## config.mk

```make
export PLATFORM = sky130hd
export DESIGN_NAME = dmac_slave_regs
export DESIGN_NICKNAME = d
export VERILOG_FILES = /design/src/rtl/dmac_slave_regs.sv
export SDC_FILE = /design/constraint.sdc
export NUM_CORES = 1
export LEC_CHECK = 0
export CORE_MARGIN = 4
export CORE_UTILIZATION = 35
export DETAILED_ROUTE_END_ITERATION = 10
export GPL_TIMING_DRIVEN = 1
export PLACE_DENSITY_LB_ADDON = 0.05
export SYNTH_ARGS = -nofsm -noshare
export SYNTH_HDL_FRONTEND = slang
export SYNTH_SLANG_ARGS = --single-unit
```

## constraint.sdc

```tcl
create_clock -name clk -period 21.5 [get_ports clk]
set_input_delay 4.3 -clock clk [delete_from_list [all_inputs] [get_ports clk]]
set_output_delay 4.3 -clock clk [all_outputs]
set_load 0.1 [all_outputs]
```

## src/rtl/dmac_slave_regs.sv

```systemverilog
// dmac_slave_regs: slave-side register file and descriptor queue of a simple DMA controller.
// Software stages a source, destination and size, pushes them into a 4-deep FIFO and then
// starts a run. The master engine drains the FIFO through the desc_* handshake and reports
// each completed descriptor on op_done.
// Optional feature macro: DMAC_SLAVE_IRQ_EN adds the INTERRUPT / INTERRUPT_ENABLE registers
// and drives irq. Without it, offsets 1 and 2 read 0, writes to them are ignored and irq is 0.
//
// Handshake: desc_valid/desc_ready follow strict valid/ready rules. A descriptor moves on
// every rising edge where both are high. desc_valid does not depend on desc_ready. While
// desc_valid is high, desc_src/desc_dst/desc_size stay stable until the transfer happens.
module dmac_slave_regs (
    input  logic        clk,
    input  logic        reset,
    input  logic [15:0] to_reg,
    input  logic [31:0] din,
    input  logic        rd_en,
    input  logic [3:0]  rd_addr,
    output logic [31:0] dout,
    output logic        desc_valid,
    input  logic        desc_ready,
    output logic [31:0] desc_src,
    output logic [31:0] desc_dst,
    output logic [15:0] desc_size,
    input  logic        op_done,
    output logic        irq
);

    typedef enum logic [1:0] {IDLE, BUSY, DONE} state_t;

    state_t      state, state_nxt;
    logic [31:0] src_q, dst_q;
    logic [15:0] size_q;
    logic [31:0] fifo_src [4];
    logic [31:0] fifo_dst [4];
    logic [15:0] fifo_size [4];
    logic [1:0]  wr_ptr, rd_ptr;
    logic [2:0]  count;
    logic [2:0]  outstanding;
    logic        overflow;
    logic        full, empty, pop, push_req, push_ok, start_req, done_dec;
    logic [31:0] rd_data, int_rd, ie_rd;
    logic        unused_bits;

    assign full      = (count == 3'd4);
    assign empty     = (count == 3'd0);
    assign push_req  = to_reg[6];
    // A full FIFO still takes a push when the head leaves in the same cycle.
    assign push_ok   = push_req && (!full || pop);
    assign pop       = desc_valid && desc_ready;
    assign start_req = to_reg[0] && din[0];
    assign done_dec  = op_done && (outstanding != 3'd0);

    assign desc_valid = (state == BUSY) && !empty;
    assign desc_src   = fifo_src[rd_ptr];
    assign desc_dst   = fifo_dst[rd_ptr];
    assign desc_size  = fifo_size[rd_ptr];

    // Offset 7 (count) is read-only and offsets 9-15 are reserved, so their strobes go nowhere.
    assign unused_bits = ^{to_reg[15:9], to_reg[7]};

    // State register.
    always_ff @(posedge clk or posedge reset) begin
        if (reset) state <= IDLE;
        else       state <= state_nxt;
    end

    // Next state. A run ends only when nothing is queued, nothing is arriving and nothing is in flight.
    always_comb begin
        state_nxt = state;
        case (state)
            IDLE: if (start_req && !empty) state_nxt = BUSY;
            BUSY: if (empty && !push_ok && (outstanding == 3'd0)) state_nxt = DONE;
            DONE: state_nxt = IDLE;
            default: state_nxt = IDLE;
        endcase
    end

    // Staging registers for the next descriptor.
    always_ff @(posedge clk or posedge reset) begin
        if (reset) begin
            src_q  <= '0;
            dst_q  <= '0;
            size_q <= '0;
        end else begin
            if (to_reg[3]) src_q  <= din;
            if (to_reg[4]) dst_q  <= din;
            if (to_reg[5]) size_q <= din[15:0];
        end
    end

    // Descriptor FIFO storage, pointers, occupancy and sticky overflow.
    always_ff @(posedge clk or posedge reset) begin
        if (reset) begin
            for (int i = 0; i < 4; i++) begin
                fifo_src[i]  <= '0;
                fifo_dst[i]  <= '0;
                fifo_size[i] <= '0;
            end
            wr_ptr   <= '0;
            rd_ptr   <= '0;
            count    <= '0;
            overflow <= 1'b0;
        end else begin
            if (push_ok) begin
                fifo_src[wr_ptr]  <= src_q;
                fifo_dst[wr_ptr]  <= dst_q;
                fifo_size[wr_ptr] <= size_q;
                wr_ptr            <= wr_ptr + 2'd1;
            end
            if (pop) rd_ptr <= rd_ptr + 2'd1;
            count <= count + {2'b0, push_ok} - {2'b0, pop};
            if (push_req && !push_ok) overflow <= 1'b1;
            else if (to_reg[8])       overflow <= 1'b0;
        end
    end

    // Descriptors handed out but not yet reported complete.
    always_ff @(posedge clk or posedge reset) begin
        if (reset) begin
            outstanding <= '0;
        end else begin
            case ({pop, done_dec})
                2'b10:   outstanding <= outstanding + 3'd1;
                2'b01:   outstanding <= outstanding - 3'd1;
                default: outstanding <= outstanding;
            endcase
        end
    end

`ifdef DMAC_SLAVE_IRQ_EN
    logic int_flag, int_en;

    // Interrupt flag is raised by DONE (wins over a same-cycle clear); enable is plain R/W.
    always_ff @(posedge clk or posedge reset) begin
        if (reset) begin
            int_flag <= 1'b0;
            int_en   <= 1'b0;
        end else begin
            if (state == DONE)              int_flag <= 1'b1;
            else if (to_reg[1] && din[0])   int_flag <= 1'b0;
            if (to_reg[2])                  int_en   <= din[0];
        end
    end

    assign irq   = int_flag && int_en;
    assign int_rd = {31'b0, int_flag};
    assign ie_rd  = {31'b0, int_en};
`else
    logic unused_irq_bits;
    assign unused_irq_bits = ^to_reg[2:1];
    assign irq    = 1'b0;
    assign int_rd = '0;
    assign ie_rd  = '0;
`endif

    // Read decode. Write-only and reserved offsets read as 0.
    always_comb begin
        rd_data = '0;
        case (rd_addr)
            4'd1:    rd_data = int_rd;
            4'd2:    rd_data = ie_rd;
            4'd3:    rd_data = src_q;
            4'd4:    rd_data = dst_q;
            4'd5:    rd_data = {16'b0, size_q};
            4'd7:    rd_data = {29'b0, count};
            4'd8:    rd_data = {28'b0, overflow, empty, full, (state != IDLE)};
            default: rd_data = '0;
        endcase
    end

    // Registered read port; holds its value between reads.
    always_ff @(posedge clk or posedge reset) begin
        if (reset)      dout <= '0;
        else if (rd_en) dout <= rd_data;
    end

endmodule

```

### After elaboration in Yosys (flattened, before gate mapping)

Index checks and enable logic that the tools add are counted.

* input port bits: 57
* flip-flop bits (word level): 445
* output and inout bits: 114

* add/subtract/negate cells: 6
* $lt $le $gt $ge: 3
* muxes and demuxes: 23
* equality and inequality tests: 11
* bitwise operators: 2
* reduce and logical (&&, ||, !) cells: 22

Operators by type and width (number)
* 128-bit bitwise mux: 2
* 32-bit 2-to-1 mux: 5
* 32-bit case mux with 5 select lines: 1
* 32-bit binary-select mux with 2-bit select: 2
* 64-bit bitwise mux: 1
* 32-bit demux with 2-bit select: 1
* 16-bit 2-to-1 mux: 3
* 16-bit binary-select mux with 2-bit select: 1
* 16-bit demux with 2-bit select: 1
* 4-bit by 3-bit equality test with 1-bit output, second input constant: 3
* 1-bit logical AND: 10
* 3-bit greater-or-equal comparator, second input constant: 2
* 3-bit logical NOT: 2
* 2-bit NOT with 3-bit output: 2
* 3-bit case mux with 2 select lines: 1
* 2-bit nonzero test: 3
* 2-bit by 1-bit adder with 2-bit output, second input constant: 2
* 2-bit by 1-bit equality test with 1-bit output, second input constant: 2
* 4-bit by 2-bit equality test with 1-bit output, second input constant: 1
* 4-bit equality test, second input constant: 1
* 2-bit 2-to-1 mux: 2
* 2-bit case mux with 2 select lines: 1
* 3-bit by 1-bit adder with 3-bit output: 1
* 3-bit by 1-bit adder with 3-bit output, second input constant: 1
* other kinds (13): 16

### Longest topological paths before layout

Gate-level depths: netlist (run 1).

* depth after elaboration: 11
* gate-level depth with buffers: 9
* depth with buffers taken out: 9

### Worst setup path before layout (run 1)

Ideal clock, no wire load.

* kind: input to register
* start point: input desc_ready
* end point: register count[2]
* library setup time: 124 ps
* slack: 15193 ps
* required time: 21376 ps
* arrival: 6183 ps
* cell stages on the path: 9
* path through: nand3b_2 -> a21boi_0 -> inv_1 -> ha_1 -> inv_1 -> ha_1 -> fa_1 -> xor2_1 -> xnor2_1

* cells in the longest elaborated chain, start to end: 5

Ends and longest elaborated chain
* start: declaration: RTL line 20 `input logic desc_ready,`
* 1-bit logical AND (*): RTL line 49 `assign pop = desc_valid && desc_ready;`
* 1-bit logical OR: RTL line 48 `assign push_ok = push_req && (!full || pop);`
* 1-bit logical AND: RTL line 48
* 3-bit by 1-bit adder with 3-bit output: RTL line 111 `count <= count + {2'b0, push_ok} - {2'b0, pop};`
* 3-bit by 1-bit subtractor with 3-bit output (*): RTL line 111
* end signal: assignment: RTL line 111
* end: declaration: RTL line 37 `logic [2:0] count;`

Every way passes the cells marked *; elsewhere a longest branch is shown, timed or not.
A chain may end at the register's enable or synchronous reset.

### Worst setup path in the final report (run 1)

* start point: register rd_ptr[0]
* end point: output desc_size[12]

* cells in the longest elaborated chain, start to end: 4

Ends and longest elaborated chain
* start: declaration: RTL line 36 `logic [1:0] wr_ptr, rd_ptr;`
* start signal: assignment: RTL line 110 `if (pop) rd_ptr <= rd_ptr + 2'd1;`
* 2-bit NOT with 3-bit output (implied by the code): RTL line 56 `assign desc_size = fifo_size[rd_ptr];`
* 16-bit binary-select mux with 2-bit select: RTL line 56
* 16-bit 2-to-1 mux (implied by the code) (2 in series): RTL line 56
* end: declaration: RTL line 23 `output logic [15:0] desc_size,`

No other way between the ends. The select of a mux whose other input is x is not followed.

==> flow_summary.toml, run 1 <==
[clocking]
clock_path_buffers = 3
cts-root-buf = "clkbuf_16"
ctsResizeCount = 0
holdBufCountCts = 0
cts_setup_buffers = 0
clock_sinks = 445
cts_made_buffers = 52
cts_max_level = 2
cts.clk_slew.worst_paths_ns = 0.06
clock_latency_ns = 0.58
tritoncts = "yes"

[min_path]
hold_start = "outstanding[2]$_DFFE_PP0P_"
hp-class = "register to register"
holdPathEnd = "outstanding[2]$_DFFE_PP0P_"
hold_path_depth = 1

[die]
die_area_um2 = 59700
io_pins = 171
die_w_um = 244
die_h_um = 244
core-area_um2 = 55200
rows = 86
start_util = 0.354

[timing]
fin_tns_setup_ns = 0
max_freq_ghz = 0.122
worst_pin_slew_ns = 1.16
period_share = 0.380
finalHoldViolCount = 0
fin_skew_ns = 0.00835
setup_violations = 0
finalMaxSlewViolations = 0
slew_headroom = 0.225
finalCriticalPeriod_ns = 8.17
grt_setup_unrepaired = "false"

[place]
hpwl_um = 32500
io_buffers = 159
place_congestion = 0.719

[critical_path]
r2r_start = "state[1]$_DFFE_PP0P_"
crit_family = "buffers and inverters"
critPathKind = "register to output pin"
cp.depth = 3
slowest_stage = "clkdlybuf4s50_1"
path_buf_inv = 2
critPathMaxStageDelay_ns = 1.00
r2r_slack_ns = 18.22
critPathLaunchType = "register"
end_kind = "output pin"
reg2regPathDepth = 4
critPathArrivalTime_ns = 3.87
crit_fanout = 39
cp.required_ns = 17.20
r2r_end = "fifo_dst[54]$_DFFE_PP0P_"
crit_chain = "buf_4, mux4_2, clkdlybuf4s50_1"

[routing]
vias_per_cell = 5.15
postRouteAntennaNets = 0
drtIter0Drc = 593
drc_errors = 0
routedWlPerCell_um = 24.1
dr.pass1.iters = 4
via_count = 11200
totalWireLength_um = 52200

[layout]
area_delta_synth_final_pct = 19.8
nets = 1445
drive_gt1_frac = 0.427
fin_util = 0.424

[run]
drv_cap = 0

[grt]
grt_pass1_vias = 12000
grt_max_degree = 128
grt_usage = 0.176
grt-ovfl-total = 0
antenna_found_initial = 0
grt_pass1_wl_um = 79700

[yosys]
synthesis.nets = 1292
yosys_warnings = 0
synth.avg_cell_area_um2 = 15.9
syn_inst = 1226
netlist_area_um2 = 19500
synth_ff_type = "dfrtp_1"
yosys_register_bits = 445
ys_async_sr_fraction = 1.00
synth.distinct_cells = 46
ys_seq_area_frac = 0.570
synth_edf_count = 0

[status]
status = "finished clean"
## logic make-up (layout without fill, tap and decap cells)
group	after synthesis	after routing	share of synthesized area
multiplexers	489	489	0.328
flip-flops	445	445	0.570
buffers and inverters	111	305	0.0352
AO/OA/AOI/OAI	100	100	0.0358
AND/OR/NAND/NOR	63	63	0.0214
adder cells (fa/ha/maj)	9	9	0.00653
XOR/XNOR	8	8	0.00359
other	1	2	0.000192
## worst max path at each step
stage,startpoint,endpoint,slack [ns]
6_report,rd_ptr[0]$_DFFE_PP0P_,desc_size[12],13.33
2_1_floorplan,reset,count[0]$_DFF_PP0_,4.80
3_3_place_gp,rd_ptr[0]$_DFFE_PP0P_,desc_size[14],13.80
4_1_cts,rd_ptr[0]$_DFFE_PP0P_,desc_size[14],13.15
3_5_place_dp,rd_ptr[0]$_DFFE_PP0P_,desc_size[14],13.80
5_1_grt,rd_ptr[0]$_DFFE_PP0P_,desc_size[14],13.05
## flip-flops by register name (all words and copies together) (netlist names)
name,count
dst_q,32
fifo_src,128
src_q,32
rd_ptr,2
size_q,16
state,2
outstanding,3
fifo_dst,128
fifo_size,64
count,3
dout,32
overflow,1
wr_ptr,2
## metrics by stage
step	hold WS, ns	instance area (um^2)	instances	worst slack, ns
6_report	0.475	23400	2169	13.33
4_1_cts	0.479	23400	2168	13.15
3_3_place_gp	0.460	21700	2073	13.80
2_1_floorplan	0.425	19500	1226	4.80
5_1_grt	0.499	23400	2168	13.05
3_5_place_dp	0.467	21700	2073	13.80
## cells in the mapped netlist, types with 4 or more instances
library cell / number / area share
ha_1: 7 / 0.0045
inv_1: 29 / 0.0056
a21oi_2: 4 / 0.0018
a21oi_1: 26 / 0.0067
a32oi_1: 12 / 0.0054
nand2_1: 7 / 0.0013
nor3b_1: 4 / 0.0015
o22ai_1: 16 / 0.0051
buf_1: 10 / 0.0019
nor2_1: 6 / 0.0012
dfrtp_1: 445 / 0.57
xor2_1: 5 / 0.0022
buf_6: 32 / 0.018
a22oi_1: 18 / 0.0069
nor2b_1: 27 / 0.0086
clkbuf_1: 19 / 0.0036
a31oi_1: 4 / 0.0013
mux4_2: 80 / 0.092
buf_2: 19 / 0.0049
a2111oi_0: 13 / 0.0058
mux2_2: 405 / 0.23
mux2i_1: 4 / 0.0020
## layer usage
metal,wire length (um),global-route usage
met1,23400,0.242
met3,2170,0.0293
met4,1060,0.0457
met2,25600,0.293
met5,0,0
## layout make-up
class / instances / area, um^2
Clock buffer: 76 / 1520
Inverter: 29 / 116
Timing Repair Buffer: 181 / 1740
Clock inverter: 19 / 173
Fill cell: 5083 / 31800
Tap cell: 748 / 936
Multi-Input combinational cell: 670 / 7780
Antenna cell: 1 / 2.50
Sequential cell: 445 / 11100
## cells in the final DEF (no fill, tap or decap), drive strengths merged, types with 2 or more instances in the layout
cell type	netlist	routed
mux4	80	80
a32oi	12	12
xnor2	3	3
a22oi	18	18
xor2	5	5
mux2	405	405
fa	2	2
buf	63	25
inv	29	29
mux2i	4	4
a2111oi	13	13
nand2	7	7
a31oi	4	4
or3	3	3
nor2	6	6
nor4b	2	2
nor2b	27	27
nor3	3	3
a21oi	30	30
dfrtp	445	445
clkdlybuf4s50	0	156
o21ai	2	2
clkinv	0	15
ha	7	7
nor4bb	2	2
clkbuf	19	76
o22ai	16	16
bufinv	0	3
nor3b	5	5
Power of run 1 is not shown: default switching activity piles up to over one toggle a cycle in this logic, so the estimate is an artifact.
==> run 2: changes to the inputs <==
clock period = 7.42 ns   (was 21.5 ns; I/O delays follow)
==> run 2 against run 1 <==
Clock skew increased by 0.0075 ns. Non-clock buffer count decreased by 5. Register-to-register slack got worse by 14 ns. Count of clock-buffer cells in the layout increased by 7. Global-route usage about the same. First-iteration DRC count decreased by 17%. Final cell count decreased by 0.55%. Wire length decreased by 0.60%. Final area about the same. Critical path type unchanged. Critical endpoint is now desc_size[14].
==> flow_summary.toml, run 2 (synthesis gave the netlist of run 1 again) <==
[layout]
fillerInstances = 5075
drive_gt1_frac = 0.423
ff_latch_area_um2 = 11100
reg.largest.list = "fifo_dst (128), fifo_src (128), fifo_size (64)"
final_common_cell = "dfrtp_1"
nets = 1439
multi_input_area_um2 = 7780
area_delta_synth_final_pct = 19.9
final_cell_mix = "443 x dfrtp_1, 405 x mux2_2, 156 x clkdlybuf4s50_1, 80 x mux4_2, 53 x clkbuf_16"
finalInstanceArea_um2 = 23400
fin_util = 0.424

[routing]
vias_per_cell = 5.13
postRouteAntennaNets = 0
drtIter0Drc = 491
totalWireLength_um = 51900
drc_errors = 0
via_count = 11100
dr.pass1.iters = 4
routedWlPerCell_um = 24.1

[grt]
grt-ovfl-total = 0
grt_pass1_vias = 12200
grt_usage = 0.176
grt_pass1_wl_um = 79800
grt_max_degree = 170
antenna_found_initial = 2

[place]
dp_slack_ns = 2.61
place_area_um2 = 21800
io_buffers = 159
hpwl_um = 31800
place_congestion = 0.715

[die]
die_area_um2 = 59700
die_h_um = 244
core-area_um2 = 55200
die_w_um = 244
io_pins = 171
rows = 86
start_util = 0.354

[critical_path]
endpoint = "desc_size[14]"
r2r_slack_ns = 4.42
critPathArrivalTime_ns = 3.86
end_kind = "output pin"
crit_fanout = 55
critPathKind = "register to output pin"
cp.required_ns = 5.94
startpoint = "rd_ptr[1]$_DFFE_PP0P_"
reg2regPathDepth = 9
critPathLaunchType = "register"
r2r_start = "state[1]$_DFFE_PP0P_"
r2r_end = "count[2]$_DFF_PP0_"

[timing]
max_freq_ghz = 0.187
finalCriticalPeriod_ns = 5.35
holdWs_ns = 0.470
finalHoldViolCount = 0
fin_skew_ns = 0.0158
period_share = 0.721
worst_pin_slew_ns = 1.09
finalMaxSlewViolations = 0
grt_setup_unrepaired = "false"
slew_headroom = 0.271
layout_setup_ws_ns = 2.07
setup_violations = 0

[clocking]
ctsResizeCount = 0
clock_path_buffers = 3
holdBufCountCts = 0
clock_latency_ns = 0.59
clock_sinks = 445
cts.clk_slew.worst_paths_ns = 0.06
tritoncts = "yes"
cts_max_level = 2
cts_setup_buffers = 0
cts-root-buf = "clkbuf_16"
cts_made_buffers = 51

[run]
drv_cap = 0

[status]
status = "finished clean"

[min_path]
hp-class = "register to register"
-- run 2: changes by cell type in the layout (fill, tap and decap cells not counted), sizes merged --
cell / before / now
buf: 25 / 19
bufinv: 3 / 0
clkbuf: 76 / 84
clkinv: 15 / 4
diode: 1 / 2
inv: 29 / 28
-- run 2: per-layer routing --
metal / vias up / GRT usage / routed length (um)
met5: - / 0 / 20
met4: 4 / 0.0469 / 1110
met3: 71 / 0.0319 / 2300
met2: 213 / 0.299 / 25700
met1: 5926 / 0.234 / 22800
li1: 4860 / - / -
-- run 2: critical path: stages (launching register included) --
cell,delay (ns)
dfrtp_4,1.12
buf_4,0.58
mux4_2,0.38
clkdlybuf4s50_1,1.16
-- run 2: final cells by class --
type / instances / area share
antenna: 2 / 0.000214
clock buffer: 83 / 0.0695
clock inverter: 4 / 0.000854
inverter: 29 / 0.00481
multi-input combinational: 670 / 0.332
sequential: 445 / 0.476
tap: 748 / 0.0399
timing repair buffer: 176 / 0.0770
-- run 2: worst min-delay path by stage --
stage / startpoint / end / cells past startpoint
after floorplan: state[1]$_DFFE_PP0P_ / state[0]$_DFFE_PP0P_ / 1
after detailed placement: outstanding[2]$_DFFE_PP0P_ / outstanding[2]$_DFFE_PP0P_ / 1
final: outstanding[2]$_DFFE_PP0P_ / outstanding[2]$_DFFE_PP0P_ / 1
after CTS: outstanding[2]$_DFFE_PP0P_ / outstanding[2]$_DFFE_PP0P_ / 1
after global routing: outstanding[2]$_DFFE_PP0P_ / outstanding[2]$_DFFE_PP0P_ / 1
after global placement: outstanding[2]$_DFFE_PP0P_ / outstanding[2]$_DFFE_PP0P_ / 1
-- run 2: stage by stage --
stage | setup TNS, ns | std cells
final | 0 | 2157
after global routing | 0 | 2155
after global placement | 0 | 2068
after detailed placement | 0 | 2068
after floorplan | -35.24 | 1226
after CTS | 0 | 2155
Power of run 2 is left out for the same reason.
==> run 3: changes to the inputs <==
clock period = 5.44 ns   (was 7.42 ns; I/O delays follow)
==> run 3 against run 2 <==
Wire length rose by 0.40%. Core utilization rose by 0.40 points. Clock skew barely moved. Final cell count rose by 0.74%. Sequential share of layout area fell by 0.44 points. Register-to-register slack got worse by 1.9 ns.
==> flow_summary.toml, run 3 (synthesis gave the netlist of run 1 again) <==
[die]
die_area_um2 = 59700
die_w_um = 244
die_h_um = 244
io_pins = 171
start_util = 0.354
rows = 86
core-area_um2 = 55200

[routing]
dr.pass1.iters = 4
vias_per_cell = 5.12
drtIter0Drc = 430
postRouteAntennaNets = 0
drc_errors = 0
via_count = 11100
totalWireLength_um = 52100
routedWlPerCell_um = 24.0

[timing]
setup_violations = 0
fin_skew_ns = 0.0155
holdWs_ns = 0.478
finalHoldViolCount = 0
period_share = 0.826
finalCriticalPeriod_ns = 4.49
max_freq_ghz = 0.223
grt_setup_unrepaired = "false"
finalMaxSlewViolations = 0
worst_pin_slew_ns = 1.14
slew_headroom = 0.239

[critical_path]
critPathKind = "register to output pin"
path_buf_inv = 2
startpoint = "rd_ptr[0]$_DFFE_PP0P_"
critPathMaxStageDelay_ns = 1.01
r2r_start = "state[1]$_DFFE_PP0P_"
endpoint = "desc_size[11]"
cp.required_ns = 4.35
crit_chain = "buf_12, mux4_2, clkdlybuf4s50_1"
critPathArrivalTime_ns = 3.40
r2r_end = "count[2]$_DFF_PP0_"
r2r_slack_ns = 2.57
cp.depth = 3
crit_family = "buffers and inverters"
crit_fanout = 28
reg2regPathDepth = 9
slowest_stage = "clkdlybuf4s50_1"
end_kind = "output pin"
critPathLaunchType = "register"

[layout]
area_delta_synth_final_pct = 21.0
final_common_cell = "dfrtp_1"
reg.largest.list = "fifo_dst (128), fifo_src (128), fifo_size (64)"
drive_gt1_frac = 0.433
nets = 1451
final_cell_mix = "443 x dfrtp_1, 405 x mux2_2, 155 x clkdlybuf4s50_1, 80 x mux4_2, 53 x clkbuf_16"

[place]
hpwl_um = 32900
place_congestion = 0.743
io_buffers = 159

[clocking]
holdBufCountCts = 0
cts_max_level = 2
clock_sinks = 445
clock_latency_ns = 0.58
ctsResizeCount = 0
cts.clk_slew.worst_paths_ns = 0.05
cts-root-buf = "clkbuf_16"
cts_made_buffers = 52
cts_setup_buffers = 0
tritoncts = "yes"
clock_path_buffers = 3

[grt]
grt_usage = 0.177
grt-ovfl-total = 0
antenna_found_initial = 3
grt_max_degree = 121
grt_pass1_vias = 12300
grt_pass1_wl_um = 79800

[run]
drv_cap = 0

[status]
status = "finished clean"

[min_path]
hp-class = "register to register"
## run 3: stage by stage
stage               utilization  setup TNS [ns]  std cells  instance area [um^2]  setup WS, ns
finish                    0.428               0       2173                 23700         0.948
global route              0.428               0       2173                 23700         0.781
CTS                       0.428               0       2172                 23600         0.840
floorplan                     -         -740.12       1226                 19500         -1.66
global placement          0.396               0       2079                 21900          1.45
detailed placement        0.396               0       2079                 21900          1.48
## run 3: worst min-delay path by stage
stage | cells past startpoint | startpoint | slack (ns) | end
5_1_grt | 1 | outstanding[2]$_DFFE_PP0P_ | 0.51 | outstanding[2]$_DFFE_PP0P_
3_3_place_gp | 1 | outstanding[2]$_DFFE_PP0P_ | 0.47 | outstanding[2]$_DFFE_PP0P_
2_1_floorplan | 1 | state[1]$_DFFE_PP0P_ | 0.42 | state[0]$_DFFE_PP0P_
4_1_cts | 1 | outstanding[2]$_DFFE_PP0P_ | 0.48 | outstanding[2]$_DFFE_PP0P_
3_5_place_dp | 1 | outstanding[2]$_DFFE_PP0P_ | 0.47 | outstanding[2]$_DFFE_PP0P_
6_report | 1 | outstanding[2]$_DFFE_PP0P_ | 0.48 | outstanding[2]$_DFFE_PP0P_
## run 3: layout make-up
type	count	area, um^2
fill	5042	31500
sequential	445	11100
multi-input combinational	670	7780
timing repair buffer	187	1900
clock buffer	78	1600
tap	748	936
clock inverter	15	179
inverter	29	113
antenna	1	2.50
## run 3: routing by layer
layer	track usage	vias up	routed length [um]
met2	0.297	220	25600
met3	0.0300	69	1960
met5	0	-	23
met4	0.0461	4	1090
li1	-	4891	-
met1	0.239	5947	23500
## run 3: worst register-to-register path, stage by stage (launching register included)
cell,delay [ns]
dfrtp_1,0.41
nand3b_2,0.41
a21boi_0,0.56
inv_1,0.13
ha_1,0.31
inv_1,0.04
ha_1,0.18
fa_1,0.40
xor2_1,0.18
xnor2_1,0.14
Power of run 3 is left out for the same reason.
